===== src/rtl/rx_bit_timer.sv =====
// ---------------------------------------------------------------------------
// rx_bit_timer
//
// Receive-side timing controller for the serial receiver. A one-cycle start
// pulse launches a frame. The controller then emits one mid-bit shift strobe
// for each data bit and for the stop bit. After the stop-bit period it checks
// the stop bit and either pulses load_buffer or raises framing_error.
//
// Ports
//   clk                 in   system clock, rising edge
//   n_rst               in   synchronous active-low reset
//   start_bit_detected  in   one-cycle pulse from the start-bit detector
//   stop_bit            in   last bit shifted in (1 = valid stop bit)
//   shift_strobe        out  one-cycle pulse, shift register samples line
//   packet_done         out  one-cycle pulse, all DATA_BITS+1 bits shifted
//   load_buffer         out  one-cycle pulse, RX buffer captures data
//   framing_error       out  level, stop bit of last frame was 0
//   busy                out  high whenever the FSM is not idle
// ---------------------------------------------------------------------------
module rx_bit_timer #(
    parameter int CLKS_PER_BIT = 10,
    parameter int DATA_BITS    = 8
) (
    input  logic clk,
    input  logic n_rst,
    input  logic start_bit_detected,
    input  logic stop_bit,
    output logic shift_strobe,
    output logic packet_done,
    output logic load_buffer,
    output logic framing_error,
    output logic busy
);

    localparam int CW = $clog2(CLKS_PER_BIT);
    localparam int BW = $clog2(DATA_BITS + 2);

    localparam logic [CW-1:0] CYC_MID  = CW'(CLKS_PER_BIT / 2);
    localparam logic [CW-1:0] CYC_LAST = CW'(CLKS_PER_BIT - 1);
    // Bit counter value 0 is the start bit; 1..DATA_BITS are data bits and
    // DATA_BITS+1 is the stop bit, which is the last period of the frame.
    localparam logic [BW-1:0] BIT_LAST = BW'(DATA_BITS + 1);

    typedef enum logic [1:0] {
        S_IDLE,
        S_RECEIVE,
        S_CHECK,
        S_LOAD
    } state_t;

    state_t          r_state;
    logic [CW-1:0]   r_cyc;
    logic [BW-1:0]   r_bit;
    logic            r_framing_error;

    always_ff @(posedge clk) begin
        if (!n_rst) begin
            r_state         <= S_IDLE;
            r_cyc           <= '0;
            r_bit           <= '0;
            r_framing_error <= 1'b0;
        end else begin
            case (r_state)
                S_IDLE: begin
                    if (start_bit_detected) begin
                        r_state         <= S_RECEIVE;
                        r_cyc           <= '0;
                        r_bit           <= '0;
                        r_framing_error <= 1'b0;
                    end
                end

                S_RECEIVE: begin
                    if (r_cyc == CYC_LAST) begin
                        r_cyc <= '0;
                        // Leave at the end of the stop-bit period instead of
                        // advancing, so the bit counter never wraps.
                        if (r_bit == BIT_LAST) begin
                            r_state <= S_CHECK;
                        end else begin
                            r_bit <= r_bit + 1'b1;
                        end
                    end else begin
                        r_cyc <= r_cyc + 1'b1;
                    end
                end

                S_CHECK: begin
                    if (stop_bit) begin
                        r_state <= S_LOAD;
                    end else begin
                        r_framing_error <= 1'b1;
                        r_state         <= S_IDLE;
                    end
                end

                S_LOAD: begin
                    r_state <= S_IDLE;
                end

                default: begin
                    r_state <= S_IDLE;
                end
            endcase
        end
    end

    // Outputs are pure decodes of registered state, so no input can reach
    // an output within the same cycle. The strobe excludes bit 0 (start bit).
    logic w_strobe;
    assign w_strobe = (r_state == S_RECEIVE) && (r_cyc == CYC_MID) && (r_bit != '0);

    assign shift_strobe  = w_strobe;
    assign packet_done   = (r_state == S_CHECK);
    assign load_buffer   = (r_state == S_LOAD);
    assign framing_error = r_framing_error;
    assign busy          = (r_state != S_IDLE);

endmodule


===== config.mk =====
export PLATFORM = sky130hd
export DESIGN_NAME = rx_bit_timer
export DESIGN_NICKNAME = d
export VERILOG_FILES = /design/src/rtl/rx_bit_timer.sv
export SDC_FILE = /design/constraint.sdc
export NUM_CORES = 1
export LEC_CHECK = 0
export CAP_MARGIN = 40
export CORE_AREA = 2 2 39 41
export DETAILED_ROUTE_END_ITERATION = 8
export DIE_AREA = 0 0 41 43
export PLACE_DENSITY = 0.77
export SYNTH_ARGS = -nofsm -noshare
export SYNTH_HDL_FRONTEND = slang
export SYNTH_SLANG_ARGS = --single-unit

===== constraint.sdc =====
create_clock -name clk -period 2.8 [get_ports clk]
set_input_delay 0.42 -clock clk [delete_from_list [all_inputs] [get_ports clk]]
set_output_delay 0.42 -clock clk [all_outputs]
set_load 0.02 [all_outputs]

# Word-level counts from Yosys, hierarchy flattened
# Index checks and enable logic that the tools add are counted.
# totals
mem_bits_ro	0
inputBits	4
n_memories	0
ramBits	0
register_bits	11
output_inout_bits	5
latchBits	0
# op_classes
add_sub_neg	2
div_mod_pow	0
mux	14
n_lt_le_gt_ge	0
bitwise	0
n_shift	0
n_mul	0
reduce_logical	11
n_eq_ne	11
# op_table
operator	count
$mux 4	4
$pmux 4 s2	2
$ne 2x2->1 const B	5
$add 4x1->4 const B	2
$eq 4x4->1 const B	2
$mux 2	4
$pmux 2 s4	1
$reduce_and 3->1	2
$reduce_bool 2->1	3
$eq 2x2->1 const B	2
$eq 4x3->1 const B	1
$reduce_and 4->1	1
$reduce_bool 4->1	1
$eq 2x1->1 const B	1
$logic_and 1x1->1	2
$logic_not 2->1	1
$mux 1	2
$pmux 1 s2	1
$reduce_and 2->1	1

# Depth between registers and ports, before layout
# Gate-level depths: netlist of run 1.
# depth
word_depth	4
depth_mapped	5
mapped_depth_nobuf	5

# Least setup slack after synthesis of run 1
# Ideal clock, no wire load.
# synth_path
kind	reg2out
start	register r_state[0]
end	output shift_strobe
arrival_ns	1.246
setup_slack_ns	1.134
path_stages_with_launch	5
path_cell_list	dfxtp_1 buf_6 nor2b_1 nand4b_1 a21oi_1
# synth_between
elab_chain_cells	3
# synth_lines
element	line	text
from (decl)	51	state_t r_state;
from (signal assigned)	58	r_state <= S_IDLE;
from (signal assigned)	66	r_state <= S_RECEIVE;
from (signal assigned)	79	r_state <= S_CHECK;
$eq 2x1->1	111	assign w_strobe = (r_state == S_RECEIVE) && (r_cyc == CYC_MID) && (r_bit != '0);
$logic_and 1x1->1 (2 in series)	111	
to (decl)	28	output logic shift_strobe,
# No other way between the ends.

# Worst setup path in the final report of run 1
# Ends and elaborated chain as after synthesis.

==> impl_metrics.xml, run 1 <==
<?xml version="1.0" encoding="UTF-8"?>
<metrics>
  <group name="timing">
    <metric name="clock-skew-final" unit="ns">0.00685</metric>
    <metric name="slew_violations" unit="">0</metric>
    <metric name="rsz0062_at_grt" unit="">no</metric>
    <metric name="setup_viol" unit="">0</metric>
    <metric name="slew_headroom" unit="%">75.2</metric>
    <metric name="min_period_over_period" unit="%">87.4</metric>
    <metric name="layout_min_cycle_time" unit="ns">2.45</metric>
    <metric name="worst-slew-pin-transition" unit="ns">0.371</metric>
    <metric name="finalHoldViolCount" unit="">0</metric>
    <metric name="max_clock_freq" unit="MHz">409</metric>
    <metric name="setup-tns-final" unit="ns">0</metric>
  </group>
  <group name="floorplanning">
    <metric name="site_row_count" unit="">14</metric>
    <metric name="top_level_ports" unit="">9</metric>
    <metric name="initial_core_utilization" unit="%">50.7</metric>
    <metric name="placeableCoreArea" unit="µm²">1380</metric>
    <metric name="die_height" unit="µm">43</metric>
    <metric name="die_width" unit="µm">41</metric>
    <metric name="floorplan.die_area" unit="µm²">1760</metric>
  </group>
  <group name="yosys">
    <metric name="synth.area.top_cells" unit="">dfxtp_1 (31%), ha_1 (5.3%), o21ai_0 (5.0%)</metric>
    <metric name="post_synth_and_or_nand_nor_area_fraction" unit="%">28.7</metric>
    <metric name="synth.ff_latch_count" unit="">11</metric>
    <metric name="synth.avg_cell_area" unit="µm²">8.67</metric>
    <metric name="synth_top_cell_by_area" unit="">dfxtp_1</metric>
    <metric name="synth_commonest_cells" unit="">dfxtp_1 (11), o21ai_0 (7), a21oi_1 (6)</metric>
    <metric name="asyncSetResetFlopFracSynth" unit="%">0</metric>
    <metric name="netlist-cell-type-count" unit="">35</metric>
    <metric name="post_synth_instance_area" unit="µm²">702</metric>
    <metric name="synth_cells" unit="">81</metric>
    <metric name="synth_adder_area_share" unit="%">5.35</metric>
    <metric name="synth_top_family_by_area" unit="">simple AND/OR/NAND/NOR gates</metric>
    <metric name="synth.mux.area_fraction" unit="%">2.85</metric>
    <metric name="synth_compound_gate_area_share" unit="%">24.8</metric>
    <metric name="yosys.area_share.xor_xnor" unit="%">0</metric>
    <metric name="synth_ff_type" unit="">dfxtp_1</metric>
    <metric name="synth-edff-count" unit="">0</metric>
    <metric name="yosysWarningCount" unit="">0</metric>
    <metric name="synthMostInstantiatedCell" unit="">dfxtp_1</metric>
    <metric name="synth_top_area_share" unit="%">31.4</metric>
    <metric name="synth.net_count" unit="">88</metric>
    <metric name="synth-seq-area-share" unit="%">31.4</metric>
  </group>
  <group name="critical_path">
    <metric name="timing.reg2reg.setup_slack" unit="ns">1.29</metric>
    <metric name="end_point_of_the_critical_path" unit="">shift_strobe</metric>
    <metric name="timing.rr.end" unit="">r_bit[0]$_SDFFE_PN0P_</metric>
    <metric name="critPathArrivalTime" unit="ns">2.03</metric>
    <metric name="critPathRequiredTime" unit="ns">2.38</metric>
    <metric name="crit_path_start_kind" unit="">register</metric>
    <metric name="end_kind" unit="">output port</metric>
    <metric name="crit_start" unit="">r_state[0]$_SDFFE_PN0P_</metric>
    <metric name="r2r_startpoint" unit="">r_state[0]$_SDFFE_PN0P_</metric>
    <metric name="worstRegToRegCells" unit="">4</metric>
    <metric name="critical_path.max_fanout" unit="">12</metric>
    <metric name="worst_setup_path_category" unit="">reg -&gt; out</metric>
  </group>
  <group name="clocking">
    <metric name="ctsLongestPathBuffers" unit="">2</metric>
    <metric name="tritoncts.num_buffers" unit="">3</metric>
    <metric name="clock_transition_at_path_regs" unit="ns">0.07</metric>
    <metric name="htree_num_levels" unit="">1</metric>
    <metric name="post_cts_buffers" unit="">0</metric>
    <metric name="number_of_gates_resized_after_cts" unit="">0</metric>
    <metric name="clock_insertion_delay_worst_skew" unit="ns">0.28</metric>
    <metric name="ctsRootBufferMaster" unit="">clkbuf_4</metric>
    <metric name="cts_sinks" unit="">11</metric>
    <metric name="tritoncts_clock_tree" unit="">yes</metric>
    <metric name="postCtsHoldBufs" unit="">0</metric>
  </group>
  <group name="grt">
    <metric name="number_of_global_route_vias_before_repair" unit="">560</metric>
    <metric name="grt_max_degree" unit="">14</metric>
    <metric name="global_route_wire_length_before_repair" unit="mm">2.53</metric>
    <metric name="antenna_violations_before_repair" unit="">0</metric>
    <metric name="overflow" unit="">0</metric>
    <metric name="global_route.usage.total" unit="%">21.7</metric>
  </group>
  <group name="detailed_routing">
    <metric name="postRouteWirelength" unit="mm">1.44</metric>
    <metric name="detail-route-antenna-nets" unit="">0</metric>
    <metric name="drtPass1Iterations" unit="">4</metric>
    <metric name="via_per_inst" unit="">5.73</metric>
    <metric name="detail_route.drc_violations" unit="">0</metric>
    <metric name="post_drt_wl_per_cell" unit="µm">13.4</metric>
    <metric name="drt_iter0_markers" unit="">28</metric>
    <metric name="num_vias" unit="">613</metric>
  </group>
  <group name="power_and_ir_drop">
    <metric name="sw_frac_of_total" unit="%">28.1</metric>
    <metric name="power.density" unit="nW/µm²">411</metric>
    <metric name="power.combinational.fraction" unit="%">15.4</metric>
    <metric name="internal-power" unit="W">0.000239</metric>
    <metric name="power.static_leakage" unit="nW">0.288</metric>
    <metric name="irDropWorstVdd" unit="mV">0.338</metric>
    <metric name="total_power" unit="W">0.000333</metric>
    <metric name="total_switching_power" unit="W">0.0000936</metric>
    <metric name="power.sequential.fraction" unit="%">50.6</metric>
    <metric name="power_frac_clock" unit="%">34.0</metric>
  </group>
  <group name="placement">
    <metric name="numPortBuffers" unit="">8</metric>
    <metric name="place.detailed.hpwl" unit="mm">1.05</metric>
    <metric name="place_congestion" unit="">0.774</metric>
    <metric name="placement.cell_area" unit="µm²">783</metric>
  </group>
  <group name="cells_and_area">
    <metric name="layout.nets" unit="">99</metric>
    <metric name="layout_overhead_on_the_synthesized_area" unit="%">15.3</metric>
    <metric name="final_layout_size_suffix_gt1_share" unit="%">12.1</metric>
    <metric name="final_area" unit="µm²">810</metric>
    <metric name="insertedDiodeCount" unit="">0</metric>
  </group>
  <group name="job">
    <metric name="max-cap-violations" unit="">0</metric>
  </group>
  <group name="status">
    <metric name="status" unit="">complete, no violations</metric>
  </group>
  <group name="min_path">
    <metric name="holdCritPathClass" unit="">reg -&gt; reg</metric>
  </group>
</metrics>
-- power by group through the flow --
stage	sequential, W	combinational [W]	clock (W)
4_1_cts	0.000168	0.0000510	0.000119
3_5_place_dp	0.000172	0.0000507	0
3_3_place_gp	0.000171	0.0000501	0
2_1_floorplan	0.000168	0.0000404	0
5_1_grt	0.000169	0.0000568	0.000129
6_report	0.000168	0.0000511	0.000113
-- registers in the layout (all words and copies together) (netlist names) --
signal / cells
r_bit: 4
r_state: 2
framing_error: 1
r_cyc: 4
-- per-stage QoR --
step	instances	hold slack (ns)	worst slack (ns)	util [%]
6_report	107	0.501	0.354	58.5
5_1_grt	107	0.552	0.229	58.5
4_1_cts	107	0.505	0.350	58.5
3_5_place_dp	103	0.492	0.686	56.6
3_3_place_gp	103	0.485	0.741	56.6
2_1_floorplan	81	0.465	1.13	-
-- per-layer routing --
metal / vias to the layer above / GRT usage (%) / part of all wire, %
li1: 316 / - / -
met1: 277 / 29.3 / 48
met2: 18 / 28.7 / 47
met3: 2 / 7.85 / 3.1
met4: 0 / 12.0 / 1.5
met5: - / 0 / 0
-- final cells by class --
class                      instances  area [µm²]
fill                             116         574
sequential                        11         220
timing repair buffer               9        87.6
clock buffer                       4        26.3
multi-input combinational         61         433
inverter                           6        22.5
tap                               16        20.0
-- cell usage in the layout (no fill, tap or decap), drive strengths merged, types with 2 or more instances in the layout --
cell and count:
clkbuf 4, nand2b 2, inv 6, nand4b 2
nand4 3, ha 3, a21oi 6, and2 2
nor2 5, mux2i 2, dfxtp 11, nor2b 5
clkdlybuf4s50 8, o21ai 8, nand2 4, nand3 4
-- cells by family (layout without fill, tap and decap cells) --
| family | after synthesis | count (layout) |
|---|---|---|
| and+or+nand+nor | 32 | 32 |
| AOI/OAI and AO/OA | 24 | 24 |
| DFF | 11 | 11 |
| buffers and inverters | 9 | 19 |
| adders and majority gates | 3 | 3 |
| muxes | 2 | 2 |
-- critical path, stage by stage (launching register included) --
cell and delay, ns:
dfxtp_1 0.54, nor2b_1 0.21, buf_4 0.16, nand4b_1 0.09, a21oi_1 0.13, clkdlybuf4s50_1 0.62
-- how the worst min path moves through the flow --
stage	slack, ns	end	cells past startpoint	start
finish	0.50	framing_error$_SDFFE_PN0P_	2	framing_error$_SDFFE_PN0P_
floorplan	0.46	r_bit[1]$_SDFFE_PN0P_	2	r_bit[1]$_SDFFE_PN0P_
global route	0.55	r_bit[1]$_SDFFE_PN0P_	2	r_bit[1]$_SDFFE_PN0P_
CTS	0.51	framing_error$_SDFFE_PN0P_	2	framing_error$_SDFFE_PN0P_
global placement	0.49	r_bit[1]$_SDFFE_PN0P_	2	r_bit[1]$_SDFFE_PN0P_
detailed placement	0.49	framing_error$_SDFFE_PN0P_	2	framing_error$_SDFFE_PN0P_
(Power assumes the default switching activity.)
==> inputs of run 2 (changes only) <==
--- a/config.mk
+++ b/config.mk
@@ -7,6 +7,7 @@
 export LEC_CHECK = 0
 export CAP_MARGIN = 40
 export CORE_AREA = 2 2 39 41
+export CTS_CLUSTER_DIAMETER = 60
 export DETAILED_ROUTE_END_ITERATION = 8
 export DIE_AREA = 0 0 41 43
 export PLACE_DENSITY = 0.77
==> results of run 2 <==
Final layout, timing and power as in run 1 (identical DEF).
